[src/rtl/gcd_pkg.sv]
// Shared definitions for the GCD job arbiter: FSM state encoding and
// default sizing. Optional build macro used by the top: GCD_TIMEOUT_EN.
package gcd_pkg;

  // Arbiter FSM states (3-bit encoding).
  typedef enum logic [2:0] {
    IDLE   = 3'd0,
    LOAD_A = 3'd1,
    LOAD_B = 3'd2,
    WAIT   = 3'd3,
    RESP   = 3'd4,
    CLEAR  = 3'd5
  } gcd_state_e;

  // Default operand/result width.
  localparam int GCD_W_DEF       = 16;

  // Default watchdog limit, in WAIT cycles.
  localparam int GCD_TIMEOUT_DEF = 1024;

endpackage

[src/rtl/gcd_job_arbiter_rr_picker.sv]
// rr_picker: combinational round-robin priority select. Searches upward
// from rr_ptr+1, wrapping modulo N_REQ, and returns the first requester
// with its bit set. Intended for reuse by other shared-resource arbiters.
module rr_picker #(
  parameter int N_REQ = 4,
  parameter int IW    = 2
) (
  input  logic [N_REQ-1:0] req,
  input  logic [IW-1:0]    rr_ptr,
  output logic [IW-1:0]    grant,
  output logic             any_req
);

  logic w_found;

  // Rotating first-set search starting just after the last winner.
  always_comb begin
    grant   = '0;
    w_found = 1'b0;
    any_req = |req;
    for (int off = 1; off <= N_REQ; off++) begin
      if (!w_found && req[(int'(rr_ptr) + off) % N_REQ]) begin
        grant   = IW'((int'(rr_ptr) + off) % N_REQ);
        w_found = 1'b1;
      end else begin
        w_found = w_found;
      end
    end
  end

endmodule

[src/rtl/gcd_job_arbiter.sv]
// gcd_job_arbiter: shares one serial-load subtract-loop GCD engine between
// N_REQ requesters. Round-robin picks a job, captures its operands, loads
// the engine (start+A, then B), waits for done and hands the result back.
// Zero operands bypass the engine since its loop would never terminate.
// Optional build macro: GCD_TIMEOUT_EN adds a WAIT watchdog that returns
// an error response after TIMEOUT_CYC cycles without eng_done.
module gcd_job_arbiter
  import gcd_pkg::*;
#(
  parameter int N_REQ       = 4,
  parameter int W           = GCD_W_DEF,
  parameter int TIMEOUT_CYC = GCD_TIMEOUT_DEF
) (
  input  logic               clk,
  input  logic               rst,
  input  logic [N_REQ-1:0]   req,
  input  logic [N_REQ*W-1:0] op_a,
  input  logic [N_REQ*W-1:0] op_b,
  output logic [N_REQ-1:0]   ack,
  output logic [N_REQ-1:0]   rsp_valid,
  output logic [W-1:0]       rsp_data,
  output logic               rsp_err,
  input  logic [N_REQ-1:0]   rsp_ready,
  output logic               eng_start,
  output logic [W-1:0]       eng_data,
  output logic               eng_clr,
  input  logic               eng_done,
  input  logic [W-1:0]       eng_result,
  output logic               busy
);

  localparam int IW = $clog2(N_REQ);

  if (N_REQ < 2 || N_REQ > 8 || TIMEOUT_CYC < 1) begin : g_cfg_check
    $error("gcd_job_arbiter: N_REQ must be 2..8 and TIMEOUT_CYC >= 1");
  end

  gcd_state_e       r_state;
  gcd_state_e       w_next_state;
  logic [IW-1:0]    r_rr_ptr;
  logic [W-1:0]     r_a;
  logic [W-1:0]     r_b;
  logic [W-1:0]     r_res;
  logic [N_REQ-1:0] r_ack;
  logic             r_used;
  logic [IW-1:0]    w_grant;
  logic             w_any;
  logic [W-1:0]     w_op_a;
  logic [W-1:0]     w_op_b;
  logic             w_zero;
  logic [N_REQ-1:0] w_grant_oh;
  logic [N_REQ-1:0] w_owner_oh;
  logic             w_timeout;

  rr_picker #(
    .N_REQ (N_REQ),
    .IW    (IW)
  ) u_rr_picker (
    .req     (req),
    .rr_ptr  (r_rr_ptr),
    .grant   (w_grant),
    .any_req (w_any)
  );

  assign w_op_a     = op_a[int'(w_grant)*W +: W];
  assign w_op_b     = op_b[int'(w_grant)*W +: W];
  assign w_zero     = (w_op_a == {W{1'b0}}) || (w_op_b == {W{1'b0}});
  assign w_grant_oh = {{(N_REQ-1){1'b0}}, 1'b1} << w_grant;
  assign w_owner_oh = {{(N_REQ-1){1'b0}}, 1'b1} << r_rr_ptr;

`ifdef GCD_TIMEOUT_EN
  localparam int CNT_W = $clog2(TIMEOUT_CYC) + 1;

  logic [CNT_W-1:0] r_wait_cnt;
  logic             r_err;

  assign w_timeout = (r_wait_cnt == CNT_W'(TIMEOUT_CYC - 1));

  // WAIT-cycle watchdog counter, restarted on every entry into WAIT.
  always_ff @(posedge clk or posedge rst) begin
    if (rst) begin
      r_wait_cnt <= '0;
    end else if (r_state == LOAD_B) begin
      r_wait_cnt <= '0;
    end else if (r_state == WAIT) begin
      r_wait_cnt <= r_wait_cnt + CNT_W'(1);
    end else begin
      r_wait_cnt <= r_wait_cnt;
    end
  end

  // Error flag: cleared at capture, set when the watchdog fires.
  always_ff @(posedge clk or posedge rst) begin
    if (rst) begin
      r_err <= 1'b0;
    end else if (r_state == IDLE && w_any) begin
      r_err <= 1'b0;
    end else if (r_state == WAIT && !eng_done && w_timeout) begin
      r_err <= 1'b1;
    end else begin
      r_err <= r_err;
    end
  end

  assign rsp_err = (r_state == RESP) && r_err;
`else
  assign w_timeout = 1'b0;
  assign rsp_err   = 1'b0;
`endif

  // FSM state register.
  always_ff @(posedge clk or posedge rst) begin
    if (rst) begin
      r_state <= IDLE;
    end else begin
      r_state <= w_next_state;
    end
  end

  // FSM next-state logic.
  always_comb begin
    w_next_state = r_state;
    case (r_state)
      IDLE: begin
        if (w_any) begin
          w_next_state = w_zero ? RESP : LOAD_A;
        end else begin
          w_next_state = IDLE;
        end
      end
      LOAD_A: w_next_state = LOAD_B;
      LOAD_B: w_next_state = WAIT;
      WAIT: begin
        if (eng_done || w_timeout) begin
          w_next_state = RESP;
        end else begin
          w_next_state = WAIT;
        end
      end
      RESP: begin
        if (rsp_ready[r_rr_ptr]) begin
          w_next_state = r_used ? CLEAR : IDLE;
        end else begin
          w_next_state = RESP;
        end
      end
      CLEAR:   w_next_state = IDLE;
      default: w_next_state = IDLE;
    endcase
  end

  // Job capture, grant pointer, ack pulse and result register.
  always_ff @(posedge clk or posedge rst) begin
    if (rst) begin
      r_rr_ptr <= IW'(N_REQ - 1);
      r_a      <= '0;
      r_b      <= '0;
      r_res    <= '0;
      r_ack    <= '0;
      r_used   <= 1'b0;
    end else begin
      r_ack <= '0;
      case (r_state)
        IDLE: begin
          if (w_any) begin
            r_a      <= w_op_a;
            r_b      <= w_op_b;
            r_rr_ptr <= w_grant;
            r_ack    <= w_grant_oh;
            r_used   <= !w_zero;
            // Only meaningful on the bypass path; WAIT overwrites it.
            r_res    <= w_op_a | w_op_b;
          end else begin
            r_used <= r_used;
          end
        end
        WAIT: begin
          if (eng_done) begin
            r_res <= eng_result;
          end else if (w_timeout) begin
            r_res <= '0;
          end else begin
            r_res <= r_res;
          end
        end
        default: begin
          r_res <= r_res;
        end
      endcase
    end
  end

  // Output decode from registered state only.
  always_comb begin
    eng_start = (r_state == LOAD_A);
    eng_clr   = (r_state == CLEAR);
    busy      = (r_state != IDLE);
    rsp_valid = (r_state == RESP) ? w_owner_oh : {N_REQ{1'b0}};
    rsp_data  = (r_state == RESP) ? r_res : {W{1'b0}};
    case (r_state)
      LOAD_A:  eng_data = r_a;
      LOAD_B:  eng_data = r_b;
      default: eng_data = {W{1'b0}};
    endcase
  end

  assign ack = r_ack;

endmodule

[config.mk]
export PLATFORM = sky130hd
export DESIGN_NAME = gcd_job_arbiter
export DESIGN_NICKNAME = d
export VERILOG_FILES = /design/src/rtl/gcd_pkg.sv /design/src/rtl/gcd_job_arbiter_rr_picker.sv /design/src/rtl/gcd_job_arbiter.sv
export SDC_FILE = /design/constraint.sdc
export NUM_CORES = 1
export LEC_CHECK = 0
export ABC_AREA = 0
export BUFFER_PORTS_ARGS = -buffer_cell sky130_fd_sc_hd__buf_2
export CELL_PAD_IN_SITES_DETAIL_PLACEMENT = 0
export CELL_PAD_IN_SITES_GLOBAL_PLACEMENT = 2
export CORE_MARGIN = 2
export CORE_UTILIZATION = 25
export CTS_CLUSTER_SIZE = 20
export DETAILED_ROUTE_END_ITERATION = 6
export GPL_TIMING_DRIVEN = 0
export PLACE_DENSITY_LB_ADDON = 0.1
export SLEW_MARGIN = 5
export SYNTH_ARGS = -nofsm -noshare
export SYNTH_HDL_FRONTEND = slang
export SYNTH_HIERARCHICAL = 1
export SYNTH_SLANG_ARGS = --single-unit
[constraint.sdc]
create_clock -name clk -period 3 [get_ports clk]
set_clock_uncertainty 0.05 [all_clocks]
set_input_delay 0.3 -clock clk [delete_from_list [all_inputs] [get_ports clk]]
set_output_delay 0.3 -clock clk [all_outputs]
set_load 0.03 [all_outputs]
==> metrics.md <==
| Metric | Value |
|---|---|
| Status | finished, final reports clean |
| Placed Cells | 760 |
| Min Tclk post-route | 2880 ps |
| Synthesized Nets | between 500 and 600 |
| Max incr delay on CP | 560 ps |
| Final Wtd Congestion | 0.756 |
| Initial antenna violation count | 0 |
| Met3 wire length | 836 um |
| WL met2 | between 7 and 8 mm |
| Final wirelength | roughly 14 mm |
| Global-route wire length before repair | 21.6 mm |
| Pin count of the biggest net entering global routing | 59 |
| CTS sink count | 58 |
| CP Launch Type | flip-flop |
| Maximum clock rate | 347 MHz |
| EDFF count, synth | 0 |
| CTS buffer count | 9 |
| Worst slew margin | around half |
| Pwr dens | 1080 nW/um2 |
| Max clock buf depth | 2 |
| Top-count cell post-synth | nand2_1 |
| Worst hold slack | 55.3 ps |
| H-tree levels | 3 |
| Post-route DRC violation count | 0 |
| Vias in the first global route | 3769 |
| Num ports | 199 |
| Top area cells in the synthesized netlist | dfrtp_1 (38%), mux4_2 (19%), nand2_1 (13%), a22o_1 (3.8%), o21ai_0 (3.3%) |
| Worst Path Max Fanout | 10 |
| Root Driver | clkbuf_16 |
| Crit path kind | reg -> out |
| Tot Pwr | 5730 uW |
| Vias/cell | 4.73 |
| Top post-synthesis cells by count | nand2_1 (125), dfrtp_1 (56), mux4_2 (31), o21ai_0 (24), and3_1 (19) |
| Primary FF master, synth | dfrtp_1 |
| Async S/R FF share, synth | 100% |
| GRT Total Usage | 18.2% |
| Die Ht | 125 um |
| Starting Density | 25.3% |
| Layout fillers | 1527 |
| Cells after synthesis | 379 |
| Worst Hold Class | in -> async |
| Worst path required time | 2650 ps |
| FP Rows | 44 |
| Max cap viols | 0 |
| Crit. End Element | output pin |
| Max Slew Vio Count | 0 |
| Synth Area per Inst | 9.64 um2 |
| Nets | 747 |
| Antenna cells | 0 |
| WP data arrival | 2530 ps |
| DR top layer | met4 |
| Register area share after synthesis | 39.8% |
| Port Buffers | 197 |
| Die width | 125 um |
| Ratio of cells with drive above 1 in the final layout | 45.4% |
| Synth area leader | dfrtp_1 |
| Post-synthesis instance area | 3650 um2 |
| Worst-path cell chain | nand2b_1 > nor2_1 > clkbuf_1 > a22o_1 > buf_2 |
| Clock Pin Slew Worst Setup and Hold Paths | ~50 ps |
| CTS tree | yes |
| Leak | 0.00273 uW |
| CP max-delay cell | clkbuf_1 |
| Routed len/inst | 18.2 um |
| Worst Tran Pin Value | 759 ps |
| ANT nets after route | 0 |
| Metal1 wirelength | 6.14 mm |
| FF+latch count, synth | 58 |
| Final Non-Filler Cells | 781 |
| Drt first pass iters | 4 |
| Final setup fails | 0 |
| Core area | between 10000 and 15000 um2 |
| Area Growth Syn to Fin | 45.1% |
| Worst r2r path cells | 9 |
| GRT Residual Overflow | 0 |
| Synth unique cells | 37 |
| Top-area cell type share of the netlist area | 38.4% |
| Post-DP HPWL | 11.3 mm |
| Iter 0 DRT Violations | approximately 190 |
| Worst IR Drop VDD | approximately 0.00035 V |
| DIE AREA | 15600 um2 |
| Yosys warnings | 6 |
| Final Hold Violating Endpoints | 0 |
| Via count | 3697 |
| Worst-Skew Late Latency | approximately 330 ps |
| Final period util | about 96% |
report_power, final:
part,internal [uW],leakage [uW],total (uW),switching [uW]
clock,793,0.000165,1160,370
combinational,1190,0.00186,3160,1970
sequential,1190,0.000706,1410,225
layer usage:
metal,track usage [%],vias to the layer above
li1,-,1791
met1,23.7,1762
met2,30.8,131
met3,3.61,13
met4,5.23,0
met5,0,-
final timing paths:
path | startpoint | slack (ps) | endpoint
min | rst | 60 | r_res[10]
min reg2reg | r_res[1] | 420 | r_res[1]
max in group asynchronous | rst | 2330 | r_a[6]
max reg2reg | r_rr_ptr[1] | 180 | r_state[0]
max | r_state[2] | 120 | eng_data[0]
min in group clk | eng_done | 210 | r_state[2]
through the flow:
stage	TNS (ps)	setup WS (ps)	utilization, %	cell area, um2
after global placement	-417	-193	33.8	4870
final	0	116	36.8	5300
after floorplan	0	465	-	3650
after CTS	0	1.09	36.3	5240
after detailed placement	-447	-205	33.8	4870
after global routing	-9.87	-9.87	36.8	5300
cells by family after synthesis:
group | synth area share (%)
other cells | 0.103
flops | 39.8
compound gates | 10.4
simple gates | 24.3
mux | 20.8
buf+inv | 4.55
flip-flops by register name, indices dropped and copies added (netlist names):
signal and flops:
ack 4, r_a 16, r_b 16, r_res 16, r_rr_ptr 2, r_state 3
r_used 1
cell type report:
type,instances,area (um2),area share [%]
sequential,58,1450,27.4
clock buffer,12,267,5.03
clock inverter,4,72.6,1.37
multi-input combinational,289,2070,39.1
timing repair buffer,202,1020,19.3
inverter,4,17.5,0.330
tap,184,230,4.34
buffer,28,166,3.14
critical path: cells and delay by family (launching register included):
kind | cells | cell delay, ps
buf+inv | 2 | 780
compound gates | 1 | 300
flops | 1 | 450
simple gates | 2 | 680
what timing repair did:
| item | 4_1_cts | 5_1_grt |
|---|---|---|
| buffers inserted | 0 | 5 |
| hold endpoints to repair | 0 | 0 |
| setup endpoints to repair | 13 | 3 |
| cloned | 0 | 0 |
| gates resized for setup | 7 | 7 |
| hold buffers | 0 | 0 |
cells in the final DEF, fill, tap and decap left out, types with 2 or more instances in the layout:
| cell | Yosys | layout |
|---|---|---|
| bufinv_16 | 0 | 2 |
| and3_1 | 19 | 19 |
| buf_1 | 3 | 3 |
| buf_2 | 6 | 199 |
| nor4_2 | 1 | 2 |
| a21oi_1 | 7 | 7 |
| o21ai_1 | 9 | 9 |
| dfrtp_1 | 56 | 56 |
| buf_6 | 1 | 2 |
| inv_1 | 4 | 3 |
| and2_1 | 3 | 3 |
| or3_1 | 16 | 16 |
| nand4_1 | 2 | 2 |
| nand2b_1 | 2 | 2 |
| dfstp_2 | 2 | 2 |
| nor2_1 | 7 | 7 |
| o21ai_0 | 24 | 24 |
| nor4_4 | 0 | 2 |
| nor4_1 | 7 | 4 |
| nand2_1 | 125 | 125 |
| buf_4 | 1 | 9 |
| nor3b_1 | 3 | 2 |
| clkbuf_8 | 0 | 3 |
| nor3_1 | 4 | 4 |
| nor2b_1 | 2 | 2 |
| a22o_1 | 16 | 16 |
| clkbuf_16 | 0 | 9 |
| mux4_2 | 31 | 32 |
| clkbuf_1 | 15 | 14 |
Power figures use the tool's default switching activity.
